[config.mk]
export PLATFORM = sky130hd
export DESIGN_NAME = regfile_wb_arbiter
export DESIGN_NICKNAME = d
export VERILOG_FILES = /design/src/rtl/regfile_wb_arbiter.sv
export SDC_FILE = /design/constraint.sdc
export NUM_CORES = 1
export LEC_CHECK = 0
export BUFFER_PORTS_ARGS = -buffer_cell sky130_fd_sc_hd__buf_2
export CORE_MARGIN = 3
export CORE_UTILIZATION = 36
export DETAILED_ROUTE_END_ITERATION = 8
export GPL_ROUTABILITY_DRIVEN = 0
export PLACE_DENSITY = 0.65
export RECOVER_POWER = 100
export SLEW_MARGIN = 15
export SYNTH_ARGS = -nofsm -noshare
export SYNTH_HDL_FRONTEND = slang
export SYNTH_SLANG_ARGS = --single-unit
export TNS_END_PERCENT = 100
[constraint.sdc]
create_clock -name clk -period 2.45 [get_ports clk]
set_input_delay 0.245 -clock clk [delete_from_list [all_inputs] [get_ports clk]]
set_output_delay 0.245 -clock clk [all_outputs]
set_load 0.03 [all_outputs]
[src/rtl/regfile_wb_arbiter.sv]
// Writeback arbiter: merges ALU results (port A, priority) and buffered load results (port B FIFO) into one regfile write per cycle.
// Latency: port A 1 cycle to wen; port B 2 cycles minimum (push, then issue from FIFO head).
// Backpressure: b_ready drops when the FIFO is full; a_ready drops for one cycle when the FIFO head has been starved STARVE_MAX times.
//
// Ports:
//   clk, rst                  clock, synchronous active-high reset
//   a_valid/a_ready/a_addr/a_data   port A handshake and payload (a_ready combinational)
//   b_valid/b_ready/b_addr/b_data   port B handshake and payload (b_ready combinational)
//   wen/waddr/wdata           registered regfile write port
//   chk1_addr/chk2_addr       decode read addresses to test against pending FIFO entries
//   chk1_busy/chk2_busy       combinational hazard flags (FIFO entries only)
// Optional feature: define WB_ZERO_REG_EN to make writes to register 0 consume their grant without asserting wen.
module regfile_wb_arbiter #(
    parameter int ASIZE      = 5,
    parameter int DSIZE      = 32,
    parameter int DEPTH      = 4,
    parameter int STARVE_MAX = 3
) (
    input  logic             clk,
    input  logic             rst,
    input  logic             a_valid,
    output logic             a_ready,
    input  logic [ASIZE-1:0] a_addr,
    input  logic [DSIZE-1:0] a_data,
    input  logic             b_valid,
    output logic             b_ready,
    input  logic [ASIZE-1:0] b_addr,
    input  logic [DSIZE-1:0] b_data,
    output logic             wen,
    output logic [ASIZE-1:0] waddr,
    output logic [DSIZE-1:0] wdata,
    input  logic [ASIZE-1:0] chk1_addr,
    input  logic [ASIZE-1:0] chk2_addr,
    output logic             chk1_busy,
    output logic             chk2_busy
);

`ifdef WB_ZERO_REG_EN
    localparam bit ZERO_REG = 1'b1;
`else
    localparam bit ZERO_REG = 1'b0;
`endif

    localparam int PW = $clog2(DEPTH);
    localparam int CW = PW + 1;
    localparam int SW = (STARVE_MAX < 1) ? 1 : $clog2(STARVE_MAX + 1);

    logic [ASIZE-1:0] fifo_addr [DEPTH];
    logic [DSIZE-1:0] fifo_data [DEPTH];
    logic [PW-1:0]    rd_ptr;
    logic [PW-1:0]    wr_ptr;
    logic [CW-1:0]    count;
    logic [SW-1:0]    starve_cnt;

    logic fifo_nonempty;
    logic starve;
    logic grant_a;
    logic grant_b;
    logic push;
    logic a_write;
    logic b_write;

    assign fifo_nonempty = (count != '0);
    assign starve        = fifo_nonempty && (starve_cnt == SW'(STARVE_MAX));
    assign a_ready       = !rst && !starve;
    // Full means no accept, even if the head pops this cycle.
    assign b_ready       = !rst && (count < CW'(DEPTH));
    assign grant_a       = a_valid && a_ready;
    assign grant_b       = !rst && !grant_a && fifo_nonempty;
    assign push          = b_valid && b_ready;

    // A grant to register 0 is still consumed; it only suppresses wen.
    assign a_write = !ZERO_REG || (a_addr != '0);
    assign b_write = !ZERO_REG || (fifo_addr[rd_ptr] != '0);

    // Hazard lookup: slot i is live when its distance from rd_ptr is below count.
    // The head being popped this cycle is still live here, so it still reports busy.
    always_comb begin
        chk1_busy = 1'b0;
        chk2_busy = 1'b0;
        for (int i = 0; i < DEPTH; i++) begin
            if ({1'b0, PW'(i) - rd_ptr} < count) begin
                if (fifo_addr[i] == chk1_addr && (!ZERO_REG || chk1_addr != '0)) chk1_busy = 1'b1;
                if (fifo_addr[i] == chk2_addr && (!ZERO_REG || chk2_addr != '0)) chk2_busy = 1'b1;
            end
        end
    end

    // Storage needs no reset: liveness is tracked by rd_ptr/count.
    always_ff @(posedge clk) begin
        if (push) begin
            fifo_addr[wr_ptr] <= b_addr;
            fifo_data[wr_ptr] <= b_data;
        end
    end

    always_ff @(posedge clk) begin
        if (rst) begin
            rd_ptr     <= '0;
            wr_ptr     <= '0;
            count      <= '0;
            starve_cnt <= '0;
        end else begin
            if (push)    wr_ptr <= wr_ptr + PW'(1);
            if (grant_b) rd_ptr <= rd_ptr + PW'(1);
            count <= count + CW'(push) - CW'(grant_b);
            // Counts consecutive losses of a waiting head to port A.
            if (grant_b || !fifo_nonempty) begin
                starve_cnt <= '0;
            end else if (grant_a && starve_cnt != SW'(STARVE_MAX)) begin
                starve_cnt <= starve_cnt + SW'(1);
            end
        end
    end

    always_ff @(posedge clk) begin
        if (rst) begin
            wen   <= 1'b0;
            waddr <= '0;
            wdata <= '0;
        end else if (grant_a) begin
            wen <= a_write;
            if (a_write) begin
                waddr <= a_addr;
                wdata <= a_data;
            end
        end else if (grant_b) begin
            wen <= b_write;
            if (b_write) begin
                waddr <= fifo_addr[rd_ptr];
                wdata <= fifo_data[rd_ptr];
            end
        end else begin
            wen <= 1'b0;
        end
    end

endmodule

After elaboration in Yosys (flattened, before gate mapping)
Memories as Yosys holds them, arrays and structs flattened. A register that Yosys moved wholly into a read port is not among the register bits.
Cells that the tools add are included.
Widths: inputs -> output; s select.
{ "op_classes": {"n_addsub": 9, "magnitude_cmp": 5, "eq_ne": 10, "muxes": 28, "reduce_logical": 16} }
{ "ops": {"columns": ["op", "n"], "rows": [
  ["$mux 32", 2],
  ["$eq 5x5->1", 8],
  ["$mux 1", 20],
  ["$lt 2x3->1", 4],
  ["$mux 5", 2],
  ["$logic_and 1x1->1", 8],
  ["$mux 2", 4],
  ["$add 2x1->2 const B", 3],
  ["$logic_not 1->1", 4],
  ["$sub 1x2->2 const A", 2],
  ["$sub 2x2->2 const A", 2],
  ["$add 3x1->3", 1],
  ["$lt 3x3->1 const B", 1],
  ["$reduce_bool 3->1", 1],
  ["$sub 3x1->3", 1],
  ["$eq 2x2->1 const B", 1],
  ["$ne 2x2->1 const B", 1],
  ["$reduce_bool 2->1", 1],
  ["$reduce_or 2->1", 1],
  ["$logic_or 1x1->1", 1]
]} }
{ "word_totals": {"regBits": 47, "ramBits": 148, "input_bits": 88, "out_inout_bits": 42, "word_cells": 77, "mem_count": 2} }
{ "mem_list": {"columns": ["name", "words", "width", "rd", "rd_clocked_by_memory_dff", "wr", "line_no", "text"], "rows": [
  ["fifo_data", 4, 32, 1, 1, 1, "49", "logic [DSIZE-1:0] fifo_data [DEPTH];"],
  ["fifo_addr", 4, 5, 5, 1, 1, "48", "logic [ASIZE-1:0] fifo_addr [DEPTH];"]
]} }

Logic depth before layout (Yosys ltp)
{ "logic_depth": {"word_depth": 10, "ltp_mapped": 11, "ltp_nobuf": 9} }

Least setup slack after synthesis
OpenSTA, ideal clock, no wires.
{ "synth_path": {"path_kind": "input port to flip-flop", "startpoint": "in rst", "endpoint": "reg count[2]", "setup_time_ps": 130, "arrival_ps": 2274, "required_time_ps": 2320, "path_slack_ps": 46, "path_stages": 10, "path_buffers": 2, "cell_sequence": "clkbuf_1 nor2_1 and2_1 clkbuf_1 xnor2_1 ha_1 fa_1 xnor2_1 xnor2_1 nor2_1"} }
{ "synth_between": {"elab_cells_between_ends": 10, "cone_classes": "add/sub: 2; reduce/logical: 8"} }
{ "synth_rtl": {"columns": ["element", "line_no", "text"], "rows": [
  ["start: declaration", "20", "input logic rst,"],
  ["$logic_not 1->1", "67", "assign b_ready = !rst && (count < CW'(DEPTH));"],
  ["$logic_and 1x1->1", "67", null],
  ["named net b_ready", "26", "output logic b_ready,"],
  ["$logic_and 1x1->1", "70", "assign push = b_valid && b_ready;"],
  ["$add 3x1->3", "106", "count <= count + CW'(push) - CW'(grant_b);"],
  ["$sub 3x1->3", "106", null],
  ["end signal: assignment", "106", null],
  ["end: declaration", "52", "logic [CW-1:0] count;"]
]} }
The timed path passes the listed nets, and every way through them passes these cells.
A chain may end at the register's enable or synchronous reset.

Final worst setup path
{ "layout_path": {"startpoint": "reg count[1]", "endpoint": "reg count[2]"} }
{ "layout_between": {"elab_chain_len": 9, "elab_cells_between_ends": 13, "cone_classes": "add/sub: 2; order compare: 1; reduce/logical: 10"} }
{ "layout_rtl": {"columns": ["element", "line_no"], "rows": [
  ["parallel branches: the longest is 8 deep, another holds $lt 3x3->1", null],
  ["$sub 3x1->3 *", "106"]
]} }
Mark *: on every way between the ends.

==> impl_metrics.tcl <==
set metrics [dict create \
    globalRouteOverflowTotal 0 \
    worst_skew_pair.late_latency_ns 0.43 \
    ctsLongestPathBuffers 2 \
    synth_cell_types 34 \
    synth_edf_count 148 \
    final-instance-count-excl-fill 963 \
    yosysSeqAreaShare_pct 65.7 \
    synth-seq-cells 197 \
    cts-root-buf "clkbuf_16" \
    cpMaxStageDelayCell "or3_1" \
    grt_max_degree 75 \
    seq_area_um2 5430 \
    dieArea_um2 24800 \
    power_uw 10100 \
    start_kind "register" \
    htreeDepth 4 \
    crit_start "count[1]" \
    rows 54 \
    synthCells 536 \
    rr_startpoint "count[1]" \
    placed_cells 930 \
    first_global_vias 5396 \
    cp_top_family "adder cells" \
    worst-slew-pin-transition_ns 1.02 \
    run_status "finished, final reports clean" \
    syn_to_final_growth_pct 17.4 \
    dp_hpwl_mm 12.7 \
    path_clk_slew_ns 0.07 \
    track_usage_pct 15.6 \
    syn_nets 635 \
    synth_top_area_share_pct 53.8 \
    start_util_pct 37.3 \
    cts_tree "built" \
    power_frac_clock_pct 26.8 \
    pwr-share-comb_pct 31.6 \
    ys.warnings.count 0 \
    antenna_found_initial 2 \
    skew_ns 0.00962 \
    path_buf_inv 0 \
    crit_chain "or3_1 > a21o_4 > nand2_1 > xnor2_1 > ha_1 > fa_1 > xnor2_1 > xnor2_1 > nor2_1" \
    critical_path_class "register to register" \
    seqPwrFrac_pct 41.7 \
    io_pins 130 \
    final_antenna_net_count 0 \
    min_period_ns 2.31 \
    path_max_fanout 4 \
    hold_ws_ns 0.0652 \
    yosys-top-cells-count "edfxtp_1, nand2_1, dfxtp_1" \
    cts_made_buffers 17 \
    max_freq_ghz 0.433 \
    crit_path_max_incr_delay_ns 0.42 \
    clkSinkCount 197 \
    drv_cap 0 \
    hp-start "b_data[18]" \
    async_reset_ff_share_pct 0 \
    fin_tns_setup_ns 0 \
    power_density_nw_per_um2 1040 \
    rsz0062_at_grt "no" \
    setup_viol 0 \
    drt-pass1-iter-count 5 \
    wl_per_cell_um 19.5 \
    relSlewSlack_pct 31.8 \
    end_kind "register" \
    cellInternalPower_uw 6580 \
    min_period_over_period_pct 94.3 \
    synth_ff_type "edfxtp_1" \
    crit_arrival_ns 2.61 \
    final_util_pct 43.8 \
    synth_area_um2 8260 \
    syn_area_per_cell_um2 15.4 \
    cpMostUsedCell "xnor2_1" \
    hold_violations 0 \
    io_buffers 129 \
    total_leakage_power_uw 0.00324 \
    finalMaxSlewViolations 0 \
    die_w_um 157 \
    cp.required_ns 2.74 \
    drcViolationCount 0 \
    ir_drop_v 0.000499 \
    fillers 2055 \
    layout-drive-gt1-share_pct 25.5 \
    vias 4995 \
    yosysMostFrequentCell "edfxtp_1" \
    die_y_um 157 \
    via_per_inst 5.19 \
    switchingPower_uw 3480 \
    core_um2 22200 \
    swShare_pct 34.6 \
    yosys.area.top_type "edfxtp_1" \
    multi_input_area_um2 2640 \
    grt_pass1_wl_mm 29.4 \
    finalNetCount 768 \
    netlist_top_cells_area "edfxtp_1, dfxtp_1, mux4_2, a311oi_2, nand2_1" \
    drt_iter0_drc 334 \
    wl_mm 18.8 \
    hp-class "input pin to register" \
]
sequential cells by signal, indices dropped and copies added (netlist names), named ones only:
name / count
count: 3
fifo_addr: 20
fifo_data: 128
rd_ptr: 2
starve_cnt: 2
waddr: 5
wdata: 32
wen: 1
wr_ptr: 2
logic make-up (layout without fill, tap and decap cells):
kind of cell | Yosys count | in the layout | synth area share, %
compound gates | 48 | 48 | 7.01
xor+xnor | 47 | 47 | 4.98
fa+ha+maj | 11 | 11 | 1.76
buf+inv | 39 | 185 | 2.36
flops | 197 | 197 | 65.7
mux | 37 | 37 | 10.1
other cells | 0 | 1 | 0
simple gates | 157 | 157 | 8.12
cell usage in the layout, fill, tap and decap left out, types with 2 or more instances in the layout:
| master | synthesis | layout |
|---|---|---|
| a311oi_2 | 30 | 25 |
| clkinvlp_4 | 0 | 2 |
| inv_8 | 0 | 3 |
| mux4_2 | 37 | 37 |
| nor3_1 | 9 | 9 |
| nand4_1 | 10 | 10 |
| buf_2 | 6 | 50 |
| clkbuf_1 | 19 | 80 |
| buf_4 | 3 | 5 |
| buf_12 | 0 | 2 |
| edfxtp_1 | 148 | 148 |
| nor2b_1 | 4 | 4 |
| clkinv_4 | 0 | 3 |
| a31oi_2 | 0 | 2 |
| clkbuf_2 | 0 | 10 |
| nand2_1 | 76 | 76 |
| xnor2_1 | 22 | 22 |
| ha_1 | 10 | 10 |
| nor2_1 | 47 | 47 |
| a311oi_1 | 7 | 12 |
| xor2_1 | 25 | 25 |
| nand2b_1 | 2 | 2 |
| inv_6 | 0 | 4 |
| dfxtp_1 | 49 | 45 |
| a21oi_1 | 2 | 2 |
| o21ai_0 | 3 | 2 |
| inv_1 | 6 | 5 |
| clkbuf_16 | 0 | 17 |
| and3_2 | 0 | 4 |
| dfxtp_2 | 0 | 4 |
final cells by class:
class	count	share of cell area, %
clock inverters	14	1.48
flip-flops and latches	197	56.0
clock buffers	18	4.43
well taps	280	3.61
multi-input cells	300	27.2
inverters	6	0.232
repair buffers	147	7.03
diodes	1	0.0258
metal layers:
| layer | up-vias | track usage, % | share of wire (%) |
|---|---|---|---|
| met3 | 36 | 3.88 | 4.9 |
| met5 | - | 0 | 0.14 |
| met4 | 4 | 5.91 | 2.3 |
| li1 | 2289 | - | - |
| met1 | 2542 | 19.3 | 41 |
| met2 | 124 | 26.4 | 51 |
stage by stage:
step | setup WS, ns | area, um^2
4_1_cts | 0.00781 | 9840
3_3_place_gp | 0.157 | 9270
2_1_floorplan | 0.0462 | 8260
3_5_place_dp | 0.0508 | 9270
5_1_grt | 0.0222 | 9700
6_report | 0.139 | 9700
power by group through the flow:
stage,combinational [uW],sequential (uW),clock [uW]
2_1_floorplan,1960,4550,0
3_3_place_gp,3220,4230,0
3_5_place_dp,3300,4250,0
4_1_cts,3310,4180,2760
5_1_grt,3460,4230,2910
6_report,3180,4190,2690
worst paths after layout:
| check | end | slack, ns | cells past startpoint |
|---|---|---|---|
| max | count[2] | 0.14 | 9 |
| min | fifo_data[1][18] | 0.07 | 1 |
| max reg2reg | count[2] | 0.14 | 9 |
| min reg2reg | starve_cnt[0] | 0.43 | 1 |
timing repair:
| action | 4_1_cts | 5_1_grt |
|---|---|---|
| buffers inserted | 0 | 0 |
| gates cloned | 0 | 0 |
| pin swaps | 1 | 2 |
| setup endpoints to repair | 2 | 4 |
| hold buffers | 0 | 0 |
| gates resized for setup | 2 | 6 |
No activity file was read; power rests on OpenSTA's default activity.
